### src/rtl/input_layer_fanout.sv
`default_nettype none
// ============================================================================
//  Module   : input_layer_fanout
//  Purpose  : Network input layer. Holds one accepted input sample and forks
//             it to NB state consumers through independently drained valid
//             bits. Jointly sinks the returning weight/delta streams, and
//             bounds forward/backward skew with an outstanding-sample credit
//             counter.
//  Options  : INPUT_LAYER_FANOUT_PERF_EN adds the oStallCycles counter port.
//  Revision : 1.0  initial release
// ============================================================================
module input_layer_fanout #(
    parameter int NC     = 7,
    parameter int NN     = 6,
    parameter int WF     = 5,
    parameter int NB     = 2,
    parameter int MAXOUT = 4,
    parameter     BURST  = "yes",
    parameter int CW     = $clog2(MAXOUT + 1)
) (
    input  logic                 iCLK,
    input  logic                 iRST,

    input  logic                 iValid_AM_Input,
    output logic                 oReady_AM_Input,
    input  logic [NC*WF-1:0]     iData_AM_Input,

    output logic [NB-1:0]        oValid_BM_State,
    input  logic [NB-1:0]        iReady_BM_State,
    output logic [NB*NC*WF-1:0]  oData_BM_State,

    input  logic                 iValid_AS_Weight,
    output logic                 oReady_AS_Weight,
    input  logic [NC*NN*WF-1:0]  iData_AS_Weight,

    input  logic                 iValid_AS_Delta0,
    output logic                 oReady_AS_Delta0,
    input  logic [NN*WF-1:0]     iData_AS_Delta0,

    output logic [CW-1:0]        oOutstanding
`ifdef INPUT_LAYER_FANOUT_PERF_EN
    ,
    output logic [31:0]          oStallCycles
`endif
);

    localparam int            c_DW       = NC * WF;
    localparam bit            c_burstEn  = (BURST == "yes");
    localparam logic [CW-1:0] c_maxOut   = CW'(MAXOUT);
    localparam logic [CW-1:0] c_one      = CW'(1);

    // Held sample, per-branch pending bits and in-flight sample counter
    logic [c_DW-1:0] r_data;
    logic [NB-1:0]   r_valid;
    logic [CW-1:0]   r_count;

    logic [NB-1:0]   w_free;
    logic            w_cntNonZero;
    logic            w_sinkFire;
    logic            w_credit;
    logic            w_inReady;
    logic            w_accept;

    // Weight and delta payloads are consumed for flow control only
    logic            w_unusedSinkData;
    assign w_unusedSinkData = ^{iData_AS_Weight, iData_AS_Delta0};

    assign w_cntNonZero = (r_count != '0);

    // A weight/delta pair is only sunk when a sample is actually in flight;
    // each ready waits on the partner stream so both are consumed together.
    assign oReady_AS_Weight = iValid_AS_Delta0 & w_cntNonZero & ~iRST;
    assign oReady_AS_Delta0 = iValid_AS_Weight & w_cntNonZero & ~iRST;
    assign w_sinkFire       = iValid_AS_Weight & iValid_AS_Delta0 & w_cntNonZero & ~iRST;

    // Branch-free and credit terms: burst mode lets a slot or credit freed in
    // this same cycle be reused immediately, sustaining one sample per cycle.
    generate
        if (c_burstEn) begin : g_burst
            assign w_free   = ~r_valid | iReady_BM_State;
            assign w_credit = (r_count < c_maxOut) | w_sinkFire;
        end else begin : g_noBurst
            assign w_free   = ~r_valid;
            assign w_credit = (r_count < c_maxOut);
        end
    endgenerate

    assign w_inReady       = (&w_free) & w_credit & ~iRST;
    assign oReady_AM_Input = w_inReady;
    assign w_accept        = iValid_AM_Input & w_inReady;

    // Every branch sees the same held sample
    generate
        for (genvar b = 0; b < NB; b++) begin : g_branch
            assign oData_BM_State[b*c_DW +: c_DW] = r_data;
        end
    endgenerate

    assign oValid_BM_State = r_valid;
    assign oOutstanding    = r_count;

    // Capture accepted samples; otherwise retire each branch as it drains
    always_ff @(posedge iCLK) begin
        if (iRST) begin
            r_data  <= '0;
            r_valid <= '0;
        end else if (w_accept) begin
            r_data  <= iData_AM_Input;
            r_valid <= '1;
        end else begin
            r_valid <= r_valid & ~iReady_BM_State;
        end
    end

    // Track samples in flight: +1 on accept, -1 on sink, unchanged on both
    always_ff @(posedge iCLK) begin
        if (iRST) begin
            r_count <= '0;
        end else begin
            case ({w_accept, w_sinkFire})
                2'b10:   r_count <= r_count + c_one;
                2'b01:   r_count <= r_count - c_one;
                default: r_count <= r_count;
            endcase
        end
    end

`ifdef INPUT_LAYER_FANOUT_PERF_EN
    logic [31:0] r_stallCycles;

    // Saturating count of cycles where a sample is offered but refused
    always_ff @(posedge iCLK) begin
        if (iRST) begin
            r_stallCycles <= '0;
        end else if (iValid_AM_Input && !w_inReady && (r_stallCycles != '1)) begin
            r_stallCycles <= r_stallCycles + 32'd1;
        end
    end

    assign oStallCycles = r_stallCycles;
`endif

endmodule
`default_nettype wire

### config.mk
export PLATFORM = sky130hd
export DESIGN_NAME = input_layer_fanout
export DESIGN_NICKNAME = d
export VERILOG_FILES = /design/src/rtl/input_layer_fanout.sv
export SDC_FILE = /design/constraint.sdc
export NUM_CORES = 1
export LEC_CHECK = 0
export ABC_AREA = 1
export BUFFER_PORTS_ARGS = -buffer_cell sky130_fd_sc_hd__buf_2
export CAP_MARGIN = 20
export CORE_AREA = 8 8 134 136
export CTS_CLUSTER_DIAMETER = 200
export DETAILED_ROUTE_END_ITERATION = 16
export DIE_AREA = 0 0 142 144
export PLACE_DENSITY = 0.52
export SLEW_MARGIN = 25
export SYNTH_ARGS = -nofsm -noshare
export SYNTH_HDL_FRONTEND = slang
export SYNTH_SLANG_ARGS = --single-unit
export TNS_END_PERCENT = 20
### constraint.sdc
create_clock -name iCLK -period 2.5 [get_ports iCLK]
set_clock_uncertainty 0.2 [all_clocks]
set_input_delay 0.375 -clock iCLK [delete_from_list [all_inputs] [get_ports iCLK]]
set_output_delay 0.375 -clock iCLK [all_outputs]
set_load 0.01 [all_outputs]
==> Word level (Yosys, flattened, before mapping) <==
Cells that the tools add are included.
{ "word_totals": {"regBits": 40, "latchBits": 0, "ramBits": 0, "romBits": 0, "out_inout_bits": 78, "wordCells": 29, "memories": 0} }
{ "classes": {"n_addsub": 2, "multipliers": 0, "div": 0, "order_cmp": 1, "eq_ne": 2, "shift": 0, "mux": 2, "n_bitwise": 16, "reduce_logical": 3} }
{ "ops": {"columns": ["operator", "n"], "rows": [
  ["bitwise AND 1 bit", 10],
  ["one-hot mux 3 bit (2 select lines)", 1],
  ["NOT 2 bit", 2],
  ["adder 3 x 1 -> 3 bit (second input constant)", 1],
  ["less-than comparator 3 bit (second input constant)", 1],
  ["nonzero test 3 bit", 1],
  ["subtractor 3 x 1 -> 3 bit (second input constant)", 1],
  ["bitwise AND 2 bit", 1],
  ["equality test 2 x 1 -> 1 bit (second input constant)", 1],
  ["equality test 2 bit (second input constant)", 1],
  ["2-to-1 mux 2 bit", 1],
  ["OR 2 bit", 1],
  ["AND reduction 2 bit", 1],
  ["nonzero test 2 bit", 1],
  ["NOT 1 bit", 1],
  ["OR 1 bit", 1]
]} }

==> Logic depth before layout (Yosys ltp) <==
Gate-level depths: netlist of the first run.
{ "logic_depth": {"depth_word": 9, "ltp_mapped": 12, "depth_no_buf": 12} }

==> Worst setup path after synthesis of the first run <==
Ideal clock, no wire load.
{ "synth_path": {"path_type": "register to register", "from": "register r_count[2], in the netlist oOutstanding[2]", "to": "register r_count[2], in the netlist oOutstanding[2]", "setup_ps": 122, "arrival_time_ps": 1822, "required_ps": 2178, "path_slack_ps": 356, "stages_incl_launch_ff": 12, "path_buffers": 0, "synth_period_minus_slack_ps": 2144, "cell_sequence": "dfxtp_1 inv_1 a31oi_4 nor2_8 nand2_1 ha_1 inv_1 fa_1 a21oi_1 o21ai_0 o21ai_0 a21oi_1"} }
{ "synth_between": {"elab_chain_len": 9} }
{ "synth_lines": {"columns": ["element", "line", "text"], "rows": [
  ["from (decl)", "55", "logic [CW-1:0] r_count;"],
  ["from (signal assigned)", "121", "2'b10: r_count <= r_count + c_one;"],
  ["from (signal assigned)", "122", "2'b01: r_count <= r_count - c_one;"],
  ["from (signal assigned)", "123", "default: r_count <= r_count;"],
  ["nonzero test 3 bit", "68", "assign w_cntNonZero = (r_count != '0);"],
  ["bitwise AND 1 bit (2 in a row)", "74", "assign w_sinkFire = iValid_AS_Weight & iValid_AS_Delta0 & w_cntNonZero & ~iRST;"],
  ["OR 1 bit", "81", "assign w_credit = (r_count < c_maxOut) | w_sinkFire;"],
  ["bitwise AND 1 bit (2 in a row)", "88", "assign w_inReady = (&w_free) & w_credit & ~iRST;"],
  ["bitwise AND 1 bit", "90", "assign w_accept = iValid_AM_Input & w_inReady;"],
  ["equality test 2 x 1 -> 1 bit / equality test 2 bit (equally long branches)", "120", "case ({w_accept, w_sinkFire})"],
  ["one-hot mux 3 bit (2 select lines) / nonzero test 2 bit (equally long branches)", null, null]
]} }
Parallel ways exist; a longest one is shown, timed or not.
A chain may end at the register's enable or synchronous reset.

==> Final worst setup path of the first run <==
Ends and elaborated chain as after synthesis.

==> reports/results.ini, run 1 <==
[run_status]
status=completed

[global_routing]
grt_pass1_wl_um=10750
antenna_found_initial=2
grt_util_all_layers_pct=6.777
grt_pass1_vias=2051
grt_max_degree=71
globalRouteOverflowTotal=0

[route]
drt-met1-wl_um=3659
routed.top_layer=met4
route.met3.wl_um=410
drtIter0Drc=56
wl_met2_um=2753
drc=0
ant_nets=0
num_vias=2043
vias_per_cell=3.405
wl_per_cell_um=11.51
dr.pass1.iters=4
drt_wl_total_um=6908

[power_and_ir_drop]
power_density_nw_per_um2=615.5
total_power_mw=1.726
peakVddDrop_mv=0.2696
power_leakage_nw=1.522

[hold_path]
worstHoldPathType=in2reg

[layout]
final_common_cell=buf_2
mostFrequentLayoutCells=buf_2 (119), inv_1 (44), a21oi_1 (41), dfxtp_1 (40), nand2_1 (38)
area_growth_pct=31.21
finalNonFillerCells=600
nNetsFinal=662
final_layout_size_suffix_gt1_share_pct=35.88
final_util_pct=17.47

[sta]
tightest_slew_ns=0.6806
setup_tns_ns=0
fmax_mhz=465.9
rsz0062_at_grt=no
maxSlewHeadroom_pct=54.62
period_share_pct=85.85
setup-violations-final=0
layout_setup_ws_ns=0.3538
drv_slew=0
fin_crit_ns=2.146
hold_viol=0

[floorplanning]
die_w_um=142
die_area_um2=20450
start_util_pct=13.31
rows=47
coreArea_um2=16050
die_h_um=144
io_pins=360

[cts]
numCtsBuffers=5
hold_buffers=0
ctsResizeCount=0
cts_tree=yes
cts.path.max_buffers=2
clk_latency_ns=0.29
clock_sinks=40
cts_setup_buffers=0
path_clk_slew_ns=0.06
root_buffer=clkbuf_16
htreeDepth=2

[setup_path]
path_max_fanout=3
critPathMaxStageDelay_ns=0.37
critPathRequiredTime_ns=2.47
crit_family=compound AO/OA/AOI/OAI gates
worstPathCellList=inv_1 > a31oi_4 > nor2_8 > nand2_1 > ha_1 > inv_1 > fa_1 > a21oi_1 > o21ai_0 > o21ai_0 > a21oi_1
slowest_stage=fa_1
worstSetupPathType=reg2reg
start_kind=flop
crit_path_end_kind=flop
worstPathArrival_ns=2.12
critPathBufInv=2

[placement]
gp_congestion=0.6783
dp.cells=591
place_ws_ns=0.1945
hpwl_um=5389
io_buffers=119

[synthesis]
yosysSeqAreaShare_pct=37.47
yosysUniqueCellTypes=20
synth_area_um2=2137
yosys-top-cells-area=dfxtp_1 (37%), buf_4 (12%), a21oi_1 (9.6%), nand3_1 (8.2%), inv_1 (7.7%)
yosysWarnings=0
synth_nets=585
netlist.area_leader.share_pct=37.47
yosys.area.top_type=dfxtp_1
ys_ff_latch=40
syn_inst=301
avgSynthCellArea_um2=7.100

[run]
maxCapViolCount=0

## worst reg2reg max path, cell delays in order, from the launching register on
cell and delay (ns):
dfxtp_1 0.34, inv_1 0.09, a31oi_4 0.21, nor2_8 0.04
nand2_1 0.11, ha_1 0.15, inv_1 0.07, fa_1 0.37
a21oi_1 0.14, o21ai_0 0.11, o21ai_0 0.16, a21oi_1 0.06
## through the flow
stage	instance area [µm²]	hold WS, ns
global placement	2658	0.2865
floorplan	2137	0.2441
global route	2801	0.1129
finish	2804	0.1216
detailed placement	2658	0.2870
CTS	2801	0.1147
## metal layers
layer | global-route usage [%] | up-vias
li1 | - | 1057
met2 | 9.338 | 84
met3 | 2.278 | 6
met1 | 9.488 | 896
met4 | 2.374 | 0
met5 | 0 | -
## cells in the mapped netlist
cell	count
inv_2	1
nor2_8	1
nor4_1	1
nor2_1	35
a21oi_1	41
a31oi_4	1
o21ai_0	4
nor3_1	3
buf_6	7
dfxtp_1	40
buf_2	1
ha_1	1
nand2_1	38
buf_4	35
inv_1	44
fa_1	1
nand3_2	1
nand3_1	35
buf_1	6
clkbuf_1	5
## cell families after synthesis
logic type,Yosys count,share of synthesized area (%)
DFF,40,37.47
buffers and inverters,99,26.05
adders and majority gates,2,1.522
AOI/OAI and AO/OA,46,11.53
and+or+nand+nor,114,23.42
## report_power, final
group,total [mW],leakage [nW],internal [mW],switching [mW]
Combinational,0.362,1.12,0.148,0.214
Clock,0.637,0.0736,0.368,0.269
Sequential,0.727,0.329,0.687,0.0402
## state kept, by name, indices dropped and copies added, names as in the netlist
register and flops:
oOutstanding 3, oValid_BM_State 2, r_data 35
## worst paths after layout
kind	start	slack, ns	endpoint	depth (start not counted)
worst max-delay path	oOutstanding[2]	0.35	oOutstanding[2]	11
worst min-delay path	iRST	0.12	oValid_BM_State[0]	2
worst max register to register	oOutstanding[2]	0.35	oOutstanding[2]	11
worst min register to register	oOutstanding[0]	0.29	oOutstanding[0]	1
## layout make-up
cell class                 instances  area (µm²)
clock inverter                     3       18.77
sequential                        40       800.8
timing repair buffer             124       633.1
clock buffer                       5       125.1
multi-input combinational        162       779.5
antenna                            1       2.502
inverter                          45       168.9
fill                            1853       13250
tap                              220       275.3
Note: power is estimated with default switching activity, not from simulation.
==> inputs of run 2 (changes only) <==
--- a/config.mk
+++ b/config.mk
@@ -12,6 +12,7 @@
 export CTS_CLUSTER_DIAMETER = 200
 export DETAILED_ROUTE_END_ITERATION = 16
 export DIE_AREA = 0 0 142 144
+export MAX_ROUTING_LAYER = met4
 export PLACE_DENSITY = 0.52
 export SLEW_MARGIN = 25
 export SYNTH_ARGS = -nofsm -noshare
==> run 2 against run 1 <==
Fmax fell by 0.15%. Critical path depth unchanged. Routed wire length rose by 0.39%. Setup slack lost 0.0032 ns. Global-route usage is 0.19 points higher. Via count decreased by 0.34%. Hold slack improved by 0.0016 ns. Power about the same. Cell area unchanged.
==> reports/results.ini, run 2 (synthesis gave the netlist of run 1 again) <==
[sta]
fmax_mhz=465.2  ; -0.15%
tightest_slew_ns=0.6936  ; +0.01295 ns
drv_slew=0  ; unchanged
maxSlewHeadroom_pct=53.76  ; -0.86 points
whs_ns=0.1232  ; +0.001571 ns
fin_crit_ns=2.149  ; +0.003196 ns
hold_viol=0  ; unchanged
period_share_pct=85.98  ; +0.13 points
setup-violations-final=0  ; unchanged
setup_tns_ns=0  ; unchanged
rsz0062_at_grt=no

[power_and_ir_drop]
power_density_nw_per_um2=615.3  ; about the same
seqPwrFrac_pct=42.1  ; about the same
power_leakage_nw=1.522  ; unchanged
pwr-share-clk_pct=36.9  ; about the same
comb_power_share_pct=21.0  ; about the same
power_switching_mw=0.5226  ; -0.12%
switching_share_pct=30.29  ; about the same
peakVddDrop_mv=0.2703  ; +0.28%
intPower_mw=1.203  ; about the same

[layout]
nNetsFinal=662  ; unchanged
mostFrequentLayoutCells=buf_2 (119), inv_1 (44), a21oi_1 (41), dfxtp_1 (40), nand2_1 (38)
nFillCells=1853  ; unchanged
largest_reg_flops=35  ; unchanged
largest-register=r_data
final_common_cell=buf_2
final_layout_size_suffix_gt1_share_pct=35.88  ; unchanged
area_growth_pct=31.21  ; unchanged

[cts]
cts_tree=yes
hold_buffers=0  ; unchanged
path_clk_slew_ns=0.06  ; about the same
numCtsBuffers=5  ; unchanged
clk_latency_ns=0.29  ; about the same
root_buffer=clkbuf_16
clock_sinks=40  ; unchanged
htreeDepth=2  ; unchanged
cts.path.max_buffers=2  ; unchanged
cts_setup_buffers=0  ; unchanged
ctsResizeCount=0  ; unchanged

[setup_path]
critPathRequiredTime_ns=2.47  ; about the same
slowest_stage=fa_1
worstSetupPathType=reg2reg
worstPathArrival_ns=2.12  ; about the same
worstPathCellList=inv_1 > a31oi_4 > nor2_8 > nand2_1 > ha_1 > inv_1 > fa_1 > a21oi_1 > o21ai_0 > o21ai_0 > a21oi_1
start_kind=flop
crit_path_end_kind=flop
critPathMaxStageDelay_ns=0.37  ; about the same
path_max_fanout=3  ; unchanged

[hold_path]
worstHoldPathType=in2reg

[route]
vias_per_cell=3.393  ; -0.34%
drtIter0Drc=59  ; +5.4%
dr.pass1.iters=4  ; unchanged
num_vias=2036  ; -0.34%
drc=0  ; unchanged
drt_wl_total_um=6935  ; +0.39%
wl_per_cell_um=11.56  ; +0.39%
ant_nets=0  ; unchanged

[global_routing]
grt_max_degree=71  ; unchanged
globalRouteOverflowTotal=0  ; unchanged
grt_util_all_layers_pct=6.971  ; +0.19 points
grt_pass1_vias=2048  ; -0.15%
grt_pass1_wl_um=10770  ; +0.19%
antenna_found_initial=2  ; unchanged

[floorplanning]
start_util_pct=13.31  ; unchanged
io_pins=360  ; unchanged
coreArea_um2=16050  ; unchanged
die_h_um=144  ; unchanged
die_area_um2=20450  ; unchanged
die_w_um=142  ; unchanged
rows=47  ; unchanged

[run]
maxCapViolCount=0  ; unchanged

[placement]
gp_congestion=0.6851  ; +1.0%
io_buffers=119  ; unchanged
hpwl_um=5389  ; unchanged

[run_status]
status=completed

-- run 2: per-stage QoR --
step	area, µm²	utilization, %	std cells	worst slack, ns	power, mW
after global placement	2658	16.55	591	0.1977	1.111
final	2804	17.47	600	0.3506	1.725
after detailed placement	2658	16.55	591	0.1945	1.111
after CTS	2801	17.45	599	0.3470	1.767
after floorplan	2137	-	301	0.3557	1.012
after global routing	2801	17.45	599	0.1973	1.842
-- run 2: power groups by stage --
stage          Combinational [mW]  Sequential [mW]  Clock (mW)
2_1_floorplan               0.256            0.756           0
3_3_place_gp                0.371            0.740           0
3_5_place_dp                0.370            0.741           0
4_1_cts                     0.371            0.728       0.668
5_1_grt                     0.412            0.734       0.696
6_report                    0.362            0.727       0.636
-- run 2: worst max-delay path: cells and delay by family (launching register included) --
| family | cells | cell delay (ns) |
|---|---|---|
| flops | 1 | 0.34 |
| simple gates | 2 | 0.15 |
| compound gates | 5 | 0.68 |
| fa+ha+maj | 2 | 0.52 |
| buf+inv | 2 | 0.15 |
-- run 2: worst paths after layout --
check	cells after the start	to	from	slack [ns]
worst max-delay path	11	oOutstanding[2]	oOutstanding[2]	0.35
worst min-delay path	2	oValid_BM_State[1]	iRST	0.12
worst max register to register	11	oOutstanding[2]	oOutstanding[2]	0.35
worst min register to register	1	oOutstanding[0]	oOutstanding[0]	0.29
-- run 2: final cells by class --
type | count | area, µm² | area share (%)
Clock inverter | 3 | 18.77 | 0.6693
Antenna cell | 1 | 2.502 | 0.08925
Timing Repair Buffer | 124 | 633.1 | 22.58
Sequential cell | 40 | 800.8 | 28.56
Clock buffer | 5 | 125.1 | 4.462
Inverter | 45 | 168.9 | 6.024
Tap cell | 220 | 275.3 | 9.817
Multi-Input combinational cell | 162 | 779.5 | 27.80
-- run 2: metal layers --
metal  GRT usage (%)  vias to the layer above  wire (µm)
met2           9.313                       79       2777
met4           2.374                        0         87
met3           1.849                        6        304
met1           9.782                      892       3766
met5               -                        -          0
li1                -                     1059          -
==> inputs of run 3 (changes only) <==
--- a/config.mk
+++ b/config.mk
@@ -9,6 +9,7 @@
 export BUFFER_PORTS_ARGS = -buffer_cell sky130_fd_sc_hd__buf_2
 export CAP_MARGIN = 20
 export CORE_AREA = 8 8 134 136
+export CTS_BUF_LIST = sky130_fd_sc_hd__clkbuf_2
 export CTS_CLUSTER_DIAMETER = 200
 export DETAILED_ROUTE_END_ITERATION = 16
 export DIE_AREA = 0 0 142 144
==> run 3 against run 2 <==
Register-to-register slack lost 0.03 ns. Routed wire length up 1.8%. Hold slack worse by 0.086 ns. Critical endpoint unchanged.
==> reports/results.ini, run 3 (synthesis gave the netlist of run 1 again) <==
[global_routing]
globalRouteOverflowTotal=0  ; unchanged
grt_pass1_wl_um=11040  ; +2.5%
antenna_found_initial=1  ; -1
grt_pass1_vias=2112  ; +3.1%
grt_util_all_layers_pct=7.065  ; +0.094 points
grt_max_degree=71  ; unchanged

[layout]
final_common_cell=buf_2
largest_reg_flops=35  ; unchanged
area_growth_pct=34.66
final_util_pct=17.93  ; +0.46 points
final_layout_size_suffix_gt1_share_pct=34.34  ; -1.5 points
finalNonFillerCells=617  ; +2.8%
nNetsFinal=679  ; +2.6%
largest-register=r_data
mostFrequentLayoutCells=buf_2 (119), inv_1 (44), a21oi_1 (41), dfxtp_1 (40), nand2_1 (38)
finalInstanceArea_um2=2878  ; +2.6%

[route]
num_vias=2103  ; +3.3%
wl_per_cell_um=11.44  ; -1.0%
drc=0  ; unchanged
drtIter0Drc=54  ; -8.5%
vias_per_cell=3.408  ; +0.44%
dr.pass1.iters=4  ; unchanged
ant_nets=0  ; unchanged
drt_wl_total_um=7059  ; +1.8%

[cts]
path_clk_slew_ns=0.26  ; +0.20 ns
clock_sinks=40  ; unchanged
cts_tree=yes
htreeDepth=2  ; unchanged
clk_latency_ns=0.43  ; +0.14 ns
cts.path.max_buffers=2  ; unchanged
numCtsBuffers=5  ; unchanged
root_buffer=clkbuf_2

[power_and_ir_drop]
seqPwrFrac_pct=51.4  ; +9.3 points
switching_share_pct=34.92  ; +4.6 points
pwr-share-clk_pct=21.4  ; -16 points
peakVddDrop_mv=0.2069  ; -23%
power_switching_mw=0.4948  ; -5.3%
total_power_mw=1.417  ; -18%
power_density_nw_per_um2=492.4  ; -20%
intPower_mw=0.9221  ; -23%
power_leakage_nw=1.558  ; +2.3%
comb_power_share_pct=27.2  ; +6.2 points

[placement]
io_buffers=119  ; unchanged
gp_congestion=0.6851  ; unchanged
hpwl_um=5389  ; unchanged
dp.cells=591  ; unchanged
placed_area_um2=2658  ; unchanged
place_ws_ns=0.1945  ; unchanged

[floorplanning]
die_w_um=142  ; unchanged
coreArea_um2=16050  ; unchanged
die_h_um=144  ; unchanged
die_area_um2=20450  ; unchanged
start_util_pct=13.31  ; unchanged
rows=47  ; unchanged
io_pins=360  ; unchanged

[setup_path]
critPathMaxStageDelay_ns=0.53  ; +0.16 ns
worstPathArrival_ns=2.48  ; +0.36 ns
critPathBufInv=4  ; +2
cp.depth=14  ; +3
crit_family=buffers and inverters
slowest_stage=dlygate4sd3_1
start_kind=input pin
worstPathCellList=dlygate4sd3_1 > buf_2 > inv_1 > nand2_1 > nand3_2 > nor2_8 > nand2_1 > ha_1 > inv_1 > fa_1 > a21oi_1 > o21ai_0 > o21ai_0 > a21oi_1
path_max_fanout=3  ; unchanged
worstSetupPathType=in2reg
critPathRequiredTime_ns=2.62  ; +0.15 ns
reg2reg_depth=11  ; unchanged
crit_path_end_kind=flop

[run]
maxCapViolCount=0  ; unchanged

[sta]
maxSlewHeadroom_pct=53.78  ; about the same
setup-violations-final=0  ; unchanged
rsz0062_at_grt=no
fin_crit_ns=2.363  ; +0.2136 ns
fmax_mhz=423.2  ; -9.0%
setup_tns_ns=0  ; unchanged
layout_setup_ws_ns=0.1370  ; -0.2136 ns
drv_slew=0  ; unchanged
hold_viol=0  ; unchanged
whs_ns=0.03728  ; -0.08593 ns
period_share_pct=94.52  ; +8.5 points
tightest_slew_ns=0.6932  ; -0.0003264 ns

[hold_path]
worstHoldPathType=in2reg
hold_depth=5  ; +3

[run_status]
status=completed

==> run 3: cell count changes in the layout (fill, tap and decap cells not counted), sizes merged <==
cell / change
dlygate4sd3: +17
==> run 3: routing by layer <==
layer / wire (µm) / part of all wire, % / track usage, %
met1: 3785 / 54 / 9.765
met2: 2933 / 42 / 9.892
met3: 259 / 3.7 / 1.750
met4: 80 / 1.1 / 2.035
met5: 0 / 0 / -
==> run 3: timing repair <==
item                                    4_1_cts  5_1_grt
hold buffers                                 16        1
buffers inserted                              0        0
endpoints found under the setup margin        0        1
endpoints found under the hold margin        14        1
resized for setup                             0        1
==> run 3: power by group through the flow <==
stage               Clock, mW  Sequential (mW)  Combinational (mW)
floorplan                   0            0.756               0.256
global placement            0            0.740               0.371
detailed placement          0            0.741               0.370
CTS                     0.332            0.730               0.391
global route            0.357            0.737               0.437
finish                  0.303            0.728               0.386
==> run 3: worst paths after layout <==
check	endpoint	slack (ns)	start
setup / recovery	oOutstanding[2]	0.14	iReady_BM_State[1]
hold / removal	r_data[20]	0.04	iData_AM_Input[20]
setup reg to reg	oOutstanding[2]	0.32	oValid_BM_State[1]
hold reg to reg	oOutstanding[0]	0.32	oOutstanding[0]
==> run 3: layout make-up <==
class / instances / area, µm²
multi-input combinational: 162 / 779.5
timing repair buffer: 141 / 807.0
clock buffer: 5 / 25.02
tap: 220 / 275.3
fill: 1853 / 13180
clock inverter: 3 / 18.77
antenna: 1 / 2.502
inverter: 45 / 168.9
sequential: 40 / 800.8
==> run 3: worst reg2reg max path, stage by stage (launching register included) <==
cell and delay (ns):
dfxtp_1 0.43, nand2_1 0.11, nand3_2 0.12, nor2_8 0.05, nand2_1 0.11, ha_1 0.15
inv_1 0.07, fa_1 0.37, a21oi_1 0.14, o21ai_0 0.11, o21ai_0 0.16, a21oi_1 0.06
